<file path="src/rtl/tea_pkg.sv">
// Shared TEA definitions for the encrypt and decrypt datapaths.
//   ROUNDS / CNT_W : number of TEA rounds and the round-counter width
//   DELTA          : key-schedule constant added to the running sum each round
//   state_t        : control FSM encoding (IDLE / RUN / DONE)
//   K*_LSB, key_word : slicing of the 128-bit key into k0..k3
package tea_pkg;

  localparam int          ROUNDS = 32;
  localparam int          CNT_W  = $clog2(ROUNDS);
  localparam int          WORD_W = 32;
  localparam logic [31:0] DELTA  = 32'h9e37_79b9;

  typedef enum logic [1:0] {
    IDLE = 2'd0,
    RUN  = 2'd1,
    DONE = 2'd2
  } state_t;

  // k0 sits in the least significant word of the key bus.
  localparam int K0_LSB = 0;
  localparam int K1_LSB = 32;
  localparam int K2_LSB = 64;
  localparam int K3_LSB = 96;

  function automatic logic [WORD_W-1:0] key_word(input logic [127:0] k, input int lsb);
    return k[lsb +: WORD_W];
  endfunction

endpackage

</file>
<file path="src/rtl/encryptor_single_round.sv">
// One combinational TEA encryption round, the mirror image of the decryptor round.
//   key      : 128-bit key (k0..k3)
//   inV0/inV1: block words entering the round
//   sum      : running sum for this round (DELTA * round number)
//   outputV0/outputV1 : block words leaving the round
module encryptor_single_round
  import tea_pkg::*;
(
  input  logic [127:0]      key,
  input  logic [WORD_W-1:0] inV0,
  input  logic [WORD_W-1:0] inV1,
  input  logic [WORD_W-1:0] sum,
  output logic [WORD_W-1:0] outputV0,
  output logic [WORD_W-1:0] outputV1
);

  logic [WORD_W-1:0] k0, k1, k2, k3;
  logic [WORD_W-1:0] nv0;

  // v1 is mixed with the freshly updated v0, not the incoming one.
  always_comb begin
    k0  = key_word(key, K0_LSB);
    k1  = key_word(key, K1_LSB);
    k2  = key_word(key, K2_LSB);
    k3  = key_word(key, K3_LSB);
    nv0 = inV0 + (((inV1 << 4) + k0) ^ (inV1 + sum) ^ ((inV1 >> 5) + k1));
    outputV0 = nv0;
    outputV1 = inV1 + (((nv0 << 4) + k2) ^ (nv0 + sum) ^ ((nv0 >> 5) + k3));
  end

endmodule

</file>
<file path="src/rtl/seq_tea_encryptor.sv">
// Iterative TEA block encryptor: one round per enabled clock, 32 rounds per block.
//   clk, rst (async, active-low), ena (clock enable, freezes all state)
//   in_valid / in_ready / inBlock64 / key : plaintext + key handshake
//   out_valid / out_ready / outBlock64    : registered ciphertext handshake
//   busy : high while rounds are being applied
// Block word mapping: V0 = [31:0], V1 = [63:32]; key k0 = [31:0] .. k3 = [127:96].
module seq_tea_encryptor
  import tea_pkg::*;
(
  input  logic         clk,
  input  logic         rst,
  input  logic         ena,
  input  logic         in_valid,
  output logic         in_ready,
  input  logic [63:0]  inBlock64,
  input  logic [127:0] key,
  output logic         out_valid,
  input  logic         out_ready,
  output logic [63:0]  outBlock64,
  output logic         busy
);

  state_t              state, state_nxt;
  logic [WORD_W-1:0]   v0, v1, sum;
  logic [WORD_W-1:0]   rv0, rv1;
  logic [CNT_W-1:0]    cnt;
  logic [127:0]        key_q;
  logic                accept;
  logic                last_round;

  encryptor_single_round u_round (
    .key      (key_q),
    .inV0     (v0),
    .inV1     (v1),
    .sum      (sum),
    .outputV0 (rv0),
    .outputV1 (rv1)
  );

  assign last_round = (cnt == CNT_W'(ROUNDS - 1));
  assign accept     = in_ready && in_valid;

  // FSM state register
  always_ff @(posedge clk or negedge rst) begin
    if (!rst)     state <= IDLE;
    else if (ena) state <= state_nxt;
  end

  // FSM next-state logic; DONE can hand straight over to a new block
  always_comb begin
    state_nxt = state;
    case (state)
      IDLE:    if (in_valid) state_nxt = RUN;
      RUN:     if (last_round) state_nxt = DONE;
      DONE:    if (out_ready) state_nxt = in_valid ? RUN : IDLE;
      default: state_nxt = IDLE;
    endcase
  end

  // FSM outputs; in_ready has a combinational path from out_ready
  always_comb begin
    in_ready  = ena && ((state == IDLE) || ((state == DONE) && out_ready));
    out_valid = (state == DONE);
    busy      = (state == RUN);
  end

  // Round datapath: accept loads the block, each RUN edge applies one round
  always_ff @(posedge clk or negedge rst) begin
    if (!rst) begin
      v0         <= '0;
      v1         <= '0;
      sum        <= '0;
      cnt        <= '0;
      key_q      <= '0;
      outBlock64 <= '0;
    end else if (accept) begin
      v0    <= inBlock64[31:0];
      v1    <= inBlock64[63:32];
      key_q <= key;
      sum   <= DELTA;
      cnt   <= '0;
    end else if (ena && (state == RUN)) begin
      v0  <= rv0;
      v1  <= rv1;
      sum <= sum + DELTA;
      cnt <= cnt + CNT_W'(1);
      if (last_round) outBlock64 <= {rv1, rv0};
    end
  end

endmodule

</file>
<file path="config.mk">
export PLATFORM = sky130hd
export DESIGN_NAME = seq_tea_encryptor
export DESIGN_NICKNAME = d
export VERILOG_FILES = /design/src/rtl/tea_pkg.sv /design/src/rtl/encryptor_single_round.sv /design/src/rtl/seq_tea_encryptor.sv
export SDC_FILE = /design/constraint.sdc
export NUM_CORES = 1
export LEC_CHECK = 0
export BUFFER_PORTS_ARGS = -buffer_cell sky130_fd_sc_hd__buf_2
export CAP_MARGIN = 20
export CORE_MARGIN = 3
export CORE_UTILIZATION = 60
export CTS_CLUSTER_DIAMETER = 40
export CTS_CLUSTER_SIZE = 25
export DETAILED_ROUTE_END_ITERATION = 12
export MAX_ROUTING_LAYER = met4
export PLACE_DENSITY = 0.93
export REMOVE_ABC_BUFFERS = 1
export SLEW_MARGIN = 0
export SYNTH_ARGS = -nofsm -noshare
export SYNTH_HDL_FRONTEND = slang
export SYNTH_SLANG_ARGS = --single-unit
export TNS_END_PERCENT = 30
</file>
<file path="constraint.sdc">
create_clock -name clk -period 10.8 [get_ports clk]
set_input_delay 0.54 -clock clk [delete_from_list [all_inputs] [get_ports clk]]
set_output_delay 0.54 -clock clk [all_outputs]
set_load 0.01 [all_outputs]
</file>
==> parameters.txt, run 1 <==
Parameter                              Value

Run status
  Run status ... finished clean

Synth
  Most instantiated flip-flop cell in the synthesis netlist ... dfrtp_1
  Synth cell types ... between 70 and 80
  Number of cells produced by synthesis ... about 2800
  Share of the yosys chip area belonging to registers ... 0.316
  Number of flip-flops and latches in the synthesized netlist ... 295
  Async set-or-reset flop fraction in the synthesized netlist ... 1.00
  Post-synthesis area per instance ... approximately 8.5 um^2
  Cell area after synthesis ... 23400 um^2
  EDFF count, synth ... 0
  Yosys warning count ... 0

Timing
  Setup Total Neg Slack ... 0 ps
  Endpoints failing hold ... 0
  Crit path time final ... 10220 ps
  Portion of the clock cycle consumed by the worst path in the final layout ... 0.946
  Unrepaired setup endpoints after global routing ... no
  Rel. slew slack ... 0.343
  Number of max-slew violations in the final report ... 0
  Slew at the pin with the worst max-slew slack ... just under 1000 ps
  Achievable Freq ... around 0.098 GHz
  Worst clock skew on the final layout ... between 15 and 20 ps
  Number of failing setup endpoints in the final timing report ... 0

Finish
  Final Non-Filler Cells ... roughly 3600
  Commonest non-fill, non-tap cell in the layout ... nand2_1
  Fraction of layout cells with a size suffix above 1 ... 0.123
  Nets ... 3470
  Area grow syn2layout ... 14.3%
  Most frequent cells in the layout ... nand2_1, xnor2_1, dfrtp_1, buf_2, ha_1

Global routing
  Antenna violations before repair ... 3
  Pin count of the biggest net entering global routing ... between 80 and 90
  Global-route wire length before repair ... between 100000 and 150000 um
  GRT Overall Usage ... 0.358
  Via count of the first global-routing pass ... around 22000
  Global-route congestion overflow total ... 0

Clock tree
  Number of clock sinks ... 295
  Maximum buffer depth of the clock tree ... 3
  Post-CTS Setup Repair Bufs ... 0
  Maximum level of the CTS H-tree ... 2
  Number of buffers added by the clock tree synthesis step ... 42
  CTS root buf ... clkbuf_16
  CTS clock-pin slew for the worst setup and hold paths ... roughly 70 ps
  Post-CTS Resized ... 0
  Clock tree from TritonCTS ... yes
  Clock latency on the worst-skew pair ... roughly 580 ps

Critical path
  Worst-path cell with the longest stage delay ... or4_1
  Worst r2r dst ... outBlock64[63]
  End point of the critical path ... outBlock64[63]
  Worst setup startpoint ... sum[0]
  Startpoint of the lowest-slack register-to-register path ... sum[0]
  Arrival time of data at the critical path endpoint ... between 10000 and 15000 ps
  Largest stage delay on the critical path ... around 520 ps
  Maximum fanout count along the critical path ... 6
  Kind of critical path ... reg2reg
  Sort of element at the start of the critical path ... flop
  Data required time at the worst endpoint ... 11220 ps
  CP endpoint kind ... flop
  Slack of the worst reg-to-reg path ... approximately 600 ps
  Cell depth of the worst flop-to-flop path ... 41

Placed design
  Count of buffers inserted at the top-level ports ... about 260
  Placer Congestion ... approximately 1.0
  Detailed placer's ending HPWL ... approximately 56000 um
  Total placed cells including tap cells ... about 3500

Hold path
  Hold Crit Class ... in2reg

Floorplanning
  Ports placed on the boundary ... around 260
  Core Rows ... ~70
  Initial cell density of the core ... 0.615
  Area of the die ... between 40000 and 50000 um^2
  Die Wd ... a little over 200 um
  Area of the core ... 38000 um^2
  Die height ... approximately 200 um

Drt
  Total routed wirelength ... 73400 um
  Post-route DRC violation count ... 0
  Post-detailed-route wirelength per cell ... 20.6 um
  Vias ... 21900
  Router iterations before antenna repair ... 7
  Initial DRC Count ... approximately 2100
  Routed via count divided by cell count ... roughly 6
  DRT antenna net count ... 0

Job
  Maximum Capacitance Violations ... 0
-- what timing repair did --
action	in CTS	in global routing
endpoints found under the setup margin	0	0
hold buffers	1	0
hold endpoints to repair	81	0
-- registers in the layout, summed over array words and instances, names as in the netlist --
name / flops
key_q: 128
outBlock64: 64
sum: 32
v0: 32
v1: 32
cnt: 5
state: 2
-- worst max-delay path, delay by kind of cell, from the launching register on --
kind | cells | cell delay, ps
xor+xnor | 8 | 1970
simple gates | 13 | 2490
buf+inv | 3 | 500
compound gates | 12 | 2750
fa+ha+maj | 5 | 1840
flops | 1 | 500
-- logic make-up after synthesis --
| logic type | Yosys count | share of synthesized area |
|---|---|---|
| simple gates | 901 | 0.167 |
| compound gates | 763 | 0.203 |
| xor+xnor | 383 | 0.146 |
| flops | 295 | 0.316 |
| fa+ha+maj | 258 | 0.141 |
| buf+inv | 163 | 0.0262 |
| mux | 4 | 0.00193 |
-- cells in the mapped netlist (22+ instances only) --
cell type | number | share of area
a21o_1 | 112 | 0.036
a21oi_1 | 199 | 0.043
a22oi_1 | 61 | 0.020
a31oi_1 | 22 | 0.0059
and3_1 | 24 | 0.0064
clkbuf_1 | 73 | 0.012
dfrtp_1 | 295 | 0.32
ha_1 | 250 | 0.13
inv_1 | 89 | 0.014
nand2_1 | 557 | 0.089
nand2b_1 | 28 | 0.0075
nand3_1 | 52 | 0.011
nor2_1 | 103 | 0.017
nor2b_1 | 32 | 0.0086
nor3_1 | 32 | 0.0068
o21ai_0 | 193 | 0.041
o21ai_1 | 33 | 0.0071
o21bai_1 | 27 | 0.0087
xnor2_1 | 304 | 0.11
xor2_1 | 75 | 0.028
-- layer usage --
| metal | vias to the layer above | global-route usage | part of all wire |
|---|---|---|---|
| li1 | 10200 | - | - |
| met5 | - | - | 0 |
| met2 | 1090 | 0.555 | 0.45 |
| met1 | 10500 | 0.480 | 0.42 |
| met4 | 0 | 0.112 | 0.033 |
| met3 | 178 | 0.0693 | 0.097 |
-- worst min path at each step --
stage	from	end	slack [ps]	depth (start not counted)
floorplan	rst	cnt[0]	240	0
global placement	outBlock64[47]	outBlock64[47]	460	2
detailed placement	outBlock64[28]	outBlock64[28]	470	2
CTS	key[56]	key_q[56]	130	3
global route	key[108]	key_q[108]	160	3
finish	key[56]	key_q[56]	150	3
-- area by class of cell --
class	instances	area, um^2
Tap cell	511	639
Inverter	89	334
Clock buffer	53	1220
Multi-Input combinational cell	2309	15400
Timing Repair Buffer	278	1440
Fill cell	3010	11300
Clock inverter	25	299
Sequential cell	295	7380
Antenna cell	3	7.51
-- metrics by stage --
stage | hold WS, ps | worst slack [ps] | area, um^2 | utilization
final | 150 | 585 | 26700 | 0.703
after CTS | 134 | 778 | 26700 | 0.703
after detailed placement | 465 | 861 | 25200 | 0.663
after global routing | 160 | 138 | 26700 | 0.703
after global placement | 457 | 1210 | 25200 | 0.663
after floorplan | 244 | 2230 | 23100 | -
Power of run 1 is not shown: default switching activity piles up to over one toggle a cycle in this logic, so the estimate is an artifact.
==> run 2, diff against run 1 <==
--- a/config.mk
+++ b/config.mk
@@ -7,13 +7,15 @@
 export LEC_CHECK = 0
 export BUFFER_PORTS_ARGS = -buffer_cell sky130_fd_sc_hd__buf_2
 export CAP_MARGIN = 20
+export CELL_PAD_IN_SITES_DETAIL_PLACEMENT = 0
+export CELL_PAD_IN_SITES_GLOBAL_PLACEMENT = 1
 export CORE_MARGIN = 3
-export CORE_UTILIZATION = 60
+export CORE_UTILIZATION = 46
 export CTS_CLUSTER_DIAMETER = 40
 export CTS_CLUSTER_SIZE = 25
 export DETAILED_ROUTE_END_ITERATION = 12
 export MAX_ROUTING_LAYER = met4
-export PLACE_DENSITY = 0.93
+export PLACE_DENSITY = 0.95
 export REMOVE_ABC_BUFFERS = 1
 export SLEW_MARGIN = 0
 export SYNTH_ARGS = -nofsm -noshare
==> parameters.txt, run 2 (synthesis results as in run 1) <==
Parameter                              Value

Floorplanning
  Ports placed on the boundary ... 264 (unchanged)
  Area of the core ... 50200 um^2 (+32%)
  Core Rows ... 82 (+15%)
  Die height ... 232 um (+14%)
  Die Wd ... 232 um (+14%)
  Area of the die ... 53600 um^2 (+29%)
  Initial cell density of the core ... 0.466 (-0.149)

Global routing
  GRT Overall Usage ... 0.278 (-0.0804)
  Pin count of the biggest net entering global routing ... 101 (+19%)
  Antenna violations before repair ... 2 (-1)
  Global-route wire length before repair ... 114000 um (-1.1%)
  Global-route congestion overflow total ... 0 (unchanged)
  Via count of the first global-routing pass ... 20700 (-4.2%)

Placed design
  Detailed placer's ending HPWL ... 57700 um (+2.5%)
  Placer Congestion ... 1.02 (+2.1%)
  Count of buffers inserted at the top-level ports ... 263 (unchanged)
  Total placed cells including tap cells ... 3641 (+4.6%)

Critical path
  Worst setup startpoint ... v1[5]
  Most Frequent Cell on Critical Path ... a21o_1
  Maximum fanout count along the critical path ... 6 (unchanged)
  Critical path's top delay family ... compound AO/OA/AOI/OAI gates
  Worst path depth ... 42 (+2.4%)
  Startpoint of the lowest-slack register-to-register path ... v1[5]
  Kind of critical path ... reg2reg
  Data required time at the worst endpoint ... 11240 ps (+20 ps)
  CP endpoint kind ... flop
  Slack of the worst reg-to-reg path ... 840 ps (+250 ps)
  Cell depth of the worst flop-to-flop path ... 42 (+2.4%)
  End point of the critical path ... outBlock64[63]
  Count of buffering cells on the critical path with inverters included ... 1 (-2)
  Largest stage delay on the critical path ... 550 ps (+30 ps)
  Worst-path cell with the longest stage delay ... or4_1
  Worst r2r dst ... outBlock64[63]
  Arrival time of data at the critical path endpoint ... 10400 ps (-240 ps)
  Sort of element at the start of the critical path ... flop

Timing
  Portion of the clock cycle consumed by the worst path in the final layout ... 0.922 (-0.0235)
  Unrepaired setup endpoints after global routing ... no
  Worst clock skew on the final layout ... 24.4 ps (+5.80 ps)
  Achievable Freq ... 0.100 GHz (+2.5%)
  Endpoints failing hold ... 0 (unchanged)
  Number of failing setup endpoints in the final timing report ... 0 (unchanged)
  Setup Total Neg Slack ... 0 ps (unchanged)
  Crit path time final ... 9960 ps (-254 ps)
  Number of max-slew violations in the final report ... 0 (unchanged)
  Slew at the pin with the worst max-slew slack ... 984 ps (-1.34 ps)
  Rel. slew slack ... 0.344 (+0.000897)

Hold path
  Hold Crit Class ... in2reg

Finish
  Filler cell count ... 4605 (+53%)
  Largest reg by FF count ... key_q
  Commonest non-fill, non-tap cell in the layout ... nand2_1
  Most frequent cells in the layout ... nand2_1, xnor2_1, dfrtp_1, buf_2, ha_1
  Fraction of layout cells with a size suffix above 1 ... 0.129 (+0.00644)
  Area grow syn2layout ... 16.7%
  Nets ... 3483 (+0.37%)
  Max reg flops ... 128 (unchanged)
  Largest registers ranked by flip-flop count ... key_q: 128 flops, outBlock64: 64 flops
  Final Non-Filler Cells ... 3748 (+5.2%)
  Area taken by flip-flops and latches ... 7380 um^2 (unchanged)
  Area of the multi-input gates ... 15400 um^2 (unchanged)

Drt
  Routed via count divided by cell count ... 5.69 (-7.6%)
  Router iterations before antenna repair ... 5 (-2)
  DRT antenna net count ... 0 (unchanged)
  Vias ... 21300 (-2.8%)
  Post-detailed-route wirelength per cell ... 19.8 um (-4.0%)
  Initial DRC Count ... 1485 (-30%)
  Total routed wirelength ... 74100 um (+0.93%)
  Post-route DRC violation count ... 0 (unchanged)

Clock tree
  Post-CTS Setup Repair Bufs ... 0 (unchanged)
  Clock tree from TritonCTS ... yes
  Maximum level of the CTS H-tree ... 2 (unchanged)
  Maximum buffer depth of the clock tree ... 3 (unchanged)
  Number of buffers added by the clock tree synthesis step ... 56 (+33%)
  CTS root buf ... clkbuf_16
  CTS clock-pin slew for the worst setup and hold paths ... 50 ps (-20 ps)
  Number of clock sinks ... 295 (unchanged)
  Clock latency on the worst-skew pair ... 610 ps (+30 ps)

Run status
  Run status ... finished clean

Job
  Maximum Capacitance Violations ... 0 (unchanged)
[run 2: changes by cell type in the layout (fill, tap and decap cells not counted), moves of 2 or more]
| cell | delta |
|---|---|
| clkbuf_16 | +11 |
| clkinv_4 | +5 |
| clkinv_2 | +8 |
| diode_2 | -2 |
| inv_6 | +2 |
| clkinvlp_4 | +2 |
| clkbuf_1 | +3 |
| inv_8 | -3 |
[run 2: cell type report]
cell class | instances | area share
Multi-Input combinational cell | 2309 | 0.565
Clock buffer | 66 | 0.0545
Antenna cell | 1 | 0.0000916
Timing Repair Buffer | 277 | 0.0525
Tap cell | 672 | 0.0308
Clock inverter | 39 | 0.0145
Inverter | 89 | 0.0122
Sequential cell | 295 | 0.270
[run 2: worst reg2reg max path: cells and delay by family (launching register included)]
kind | cells | cell delay (ps)
DFF | 1 | 450
adders and majority gates | 5 | 1830
xor gates and xnor gates | 6 | 1370
and+or+nand+nor | 12 | 2190
AOI/OAI and AO/OA | 18 | 3720
buffers and inverters | 1 | 210
[run 2: through the flow]
step	util	worst slack (ps)	instance area, um^2	hold slack [ps]
global route	0.544	84.8	27300	116
CTS	0.544	888	27300	97.7
detailed placement	0.506	942	25400	467
finish	0.544	838	27300	120
global placement	0.506	1140	25400	461
floorplan	-	2230	23100	244
[run 2: metal layers]
metal,GRT usage,up-vias,part of all wire
met1,0.381,10200,0.46
li1,-,10200,-
met5,-,-,0
met4,0.0980,0,0.037
met2,0.422,762,0.44
met3,0.0391,166,0.064
[run 2: worst min-delay path by stage]
stage	startpoint	cells after the start	endpoint	slack, ps
floorplan	rst	0	cnt[0]	240
global placement	outBlock64[41]	2	outBlock64[41]	460
detailed placement	outBlock64[48]	2	outBlock64[48]	470
CTS	key[107]	3	key_q[107]	100
global route	key[107]	3	key_q[107]	120
finish	key[35]	3	key_q[35]	120
[run 2: repair_timing]
item / in CTS / in global routing
endpoints found under the hold margin: 14 / 0
gates resized for setup: 0 / 0
endpoints found under the setup margin: 0 / 0
hold buffers: 1 / 0
Power of run 2 is left out for the same reason.
==> run 3, diff against run 2 <==
--- a/config.mk
+++ b/config.mk
@@ -10,7 +10,8 @@
 export CELL_PAD_IN_SITES_DETAIL_PLACEMENT = 0
 export CELL_PAD_IN_SITES_GLOBAL_PLACEMENT = 1
 export CORE_MARGIN = 3
-export CORE_UTILIZATION = 46
+export CORE_UTILIZATION = 47
+export CTS_BUF_LIST = sky130_fd_sc_hd__clkbuf_2 sky130_fd_sc_hd__clkbuf_4 sky130_fd_sc_hd__clkbuf_8
 export CTS_CLUSTER_DIAMETER = 40
 export CTS_CLUSTER_SIZE = 25
 export DETAILED_ROUTE_END_ITERATION = 12
==> parameters.txt, run 3 (synthesis results as in run 1) <==
Parameter                              Value

Timing
  Crit path time final ... 9880 ps (-84.5 ps)
  Worst clock skew on the final layout ... 27.7 ps (+3.32 ps)
  Setup Total Neg Slack ... 0 ps (unchanged)
  Number of failing setup endpoints in the final timing report ... 0 (unchanged)
  Smallest setup slack after layout ... 923 ps (+84.5 ps)
  Endpoints failing hold ... 0 (unchanged)
  Rel. slew slack ... 0.285 (-0.0588)
  Worst Hold Slack ... 62.4 ps (-57.7 ps)
  Portion of the clock cycle consumed by the worst path in the final layout ... 0.915 (-0.00783)
  Achievable Freq ... 0.101 GHz (+0.86%)
  Number of max-slew violations in the final report ... 0 (unchanged)
  Slew at the pin with the worst max-slew slack ... 1070 ps (+88.1 ps)
  Unrepaired setup endpoints after global routing ... no

Drt
  Total routed wirelength ... 73900 um (-0.29%)
  Post-detailed-route wirelength per cell ... 19.8 um (about the same)
  Post-route DRC violation count ... 0 (unchanged)
  Detailed route wirelength on metal2 ... 32600 um (-0.35%)
  Detailed-route wire length on metal 1 ... 33600 um (-0.92%)
  DRT antenna net count ... 0 (unchanged)
  Initial DRC Count ... 1813 (+22%)
  Router iterations before antenna repair ... 7 (+2)
  Metal3 WL ... 5210 um (+9.4%)
  Vias ... 21200 (-0.51%)
  Uppermost signal routing layer after detailed routing ... met4
  Routed via count divided by cell count ... 5.68 (-0.14%)

Critical path
  Cell depth of the worst flop-to-flop path ... 41 (-2.4%)
  CP endpoint kind ... flop
  Worst r2r dst ... v1[31]
  Count of buffering cells on the critical path with inverters included ... 1 (unchanged)
  Kind of critical path ... reg2reg
  Most Frequent Cell on Critical Path ... a21o_1
  Slack of the worst reg-to-reg path ... 920 ps (+80 ps)
  Maximum fanout count along the critical path ... 6 (unchanged)
  Startpoint of the lowest-slack register-to-register path ... v1[5]
  Critical path's top delay family ... compound AO/OA/AOI/OAI gates
  Data required time at the worst endpoint ... 11320 ps (+80 ps)
  Sort of element at the start of the critical path ... flop
  Largest stage delay on the critical path ... 530 ps (-20 ps)
  Arrival time of data at the critical path endpoint ... 10400 ps (about the same)
  Worst-path cell with the longest stage delay ... or4_1
  Worst setup startpoint ... v1[5]

Finish
  Max reg flops ... 128 (unchanged)
  Nets ... 3480 (-0.086%)
  Fraction of layout cells with a size suffix above 1 ... 0.129 (about the same)
  Most frequent cells in the layout ... nand2_1, xnor2_1, dfrtp_1, buf_2, ha_1
  Commonest non-fill, non-tap cell in the layout ... nand2_1
  Largest reg by FF count ... key_q
  Area grow syn2layout ... 14.5%
  Largest registers ranked by flip-flop count ... key_q: 128 flops, outBlock64: 64 flops

Global routing
  Pin count of the biggest net entering global routing ... 101 (unchanged)
  Antenna violations before repair ... 1 (-1)
  Global-route congestion overflow total ... 0 (unchanged)
  Global-route wire length before repair ... 116000 um (+1.7%)
  Via count of the first global-routing pass ... 20900 (+0.79%)
  GRT Overall Usage ... 0.285 (+0.00683)

Clock tree
  Post-CTS Resized ... 0 (unchanged)
  CTS root buf ... clkbuf_8
  Clock latency on the worst-skew pair ... 670 ps (+60 ps)
  Number of buffers added by the clock tree synthesis step ... 53 (-5.4%)
  Post-CTS Setup Repair Bufs ... 0 (unchanged)
  Maximum buffer depth of the clock tree ... 3 (unchanged)
  Number of clock sinks ... 295 (unchanged)
  CTS clock-pin slew for the worst setup and hold paths ... 70 ps (+20 ps)
  Clock tree from TritonCTS ... yes
  Maximum level of the CTS H-tree ... 2 (unchanged)

Hold path
  Worst Hold Path EP ... key_q[49]
  Startpoint of the tightest hold check path ... key[49]
  Hold Crit Depth ... 3 (unchanged)
  Hold Crit Class ... in2reg

Placed design
  Placer Congestion ... 1.00 (-1.6%)
  Worst slack, placed ... 1010 ps (+68.3 ps)
  Detailed placer's ending HPWL ... 58100 um (+0.58%)
  Count of buffers inserted at the top-level ports ... 263 (unchanged)

Job
  Maximum Capacitance Violations ... 0 (unchanged)

Floorplanning
  Initial cell density of the core ... 0.477 (+0.0106)
  Die height ... 229 um (-1.0%)
  Core Rows ... 81 (-1.2%)
  Die Wd ... 229 um (-1.0%)
  Area of the die ... 52500 um^2 (-2.1%)
  Area of the core ... 49100 um^2 (-2.2%)
  Ports placed on the boundary ... 264 (unchanged)

Run status
  Run status ... finished clean
run 3: per-layer routing:
metal | global-route usage | up-vias
met5 | - | -
met4 | 0.0939 | 0
li1 | - | 10200
met3 | 0.0381 | 149
met1 | 0.398 | 10100
met2 | 0.429 | 721
run 3: stage by stage:
stage	util	area, um^2	std cells
after floorplan	-	23100	2693
after global placement	0.518	25400	3633
after detailed placement	0.518	25400	3633
after CTS	0.546	26800	3733
after global routing	0.546	26800	3734
final	0.546	26800	3734
run 3: worst reg2reg max path: cells and delay by family (launching register included):
family	cells	cell delay [ps]
xor+xnor	6	1470
compound gates	17	3370
buf+inv	1	210
fa+ha+maj	5	1780
flops	1	450
simple gates	12	2460
run 3: worst max-delay path by stage:
stage,endpoint,slack [ps],cells past startpoint
4_1_cts,v1[31],970,41
3_5_place_dp,v1[31],1010,41
3_3_place_gp,outBlock64[62],1150,46
5_1_grt,outBlock64[62],180,46
2_1_floorplan,outBlock64[62],2230,46
6_report,v1[31],920,41
run 3: repair_timing:
item / 4_1_cts / 5_1_grt
hold buffers: 1 / 0
setup endpoints to repair: 0 / 0
endpoints found under the hold margin: 99 / 0
run 3: layout make-up:
class / instances / area, um^2
flip-flops and latches: 295 / 7380
repair buffers: 277 / 1430
fillers: 4592 / 22300
inverters: 89 / 334
clock inverters: 38 / 557
multi-input cells: 2309 / 15400
diodes: 1 / 2.50
well taps: 664 / 831
clock buffers: 61 / 821
Power of run 3 is left out for the same reason.
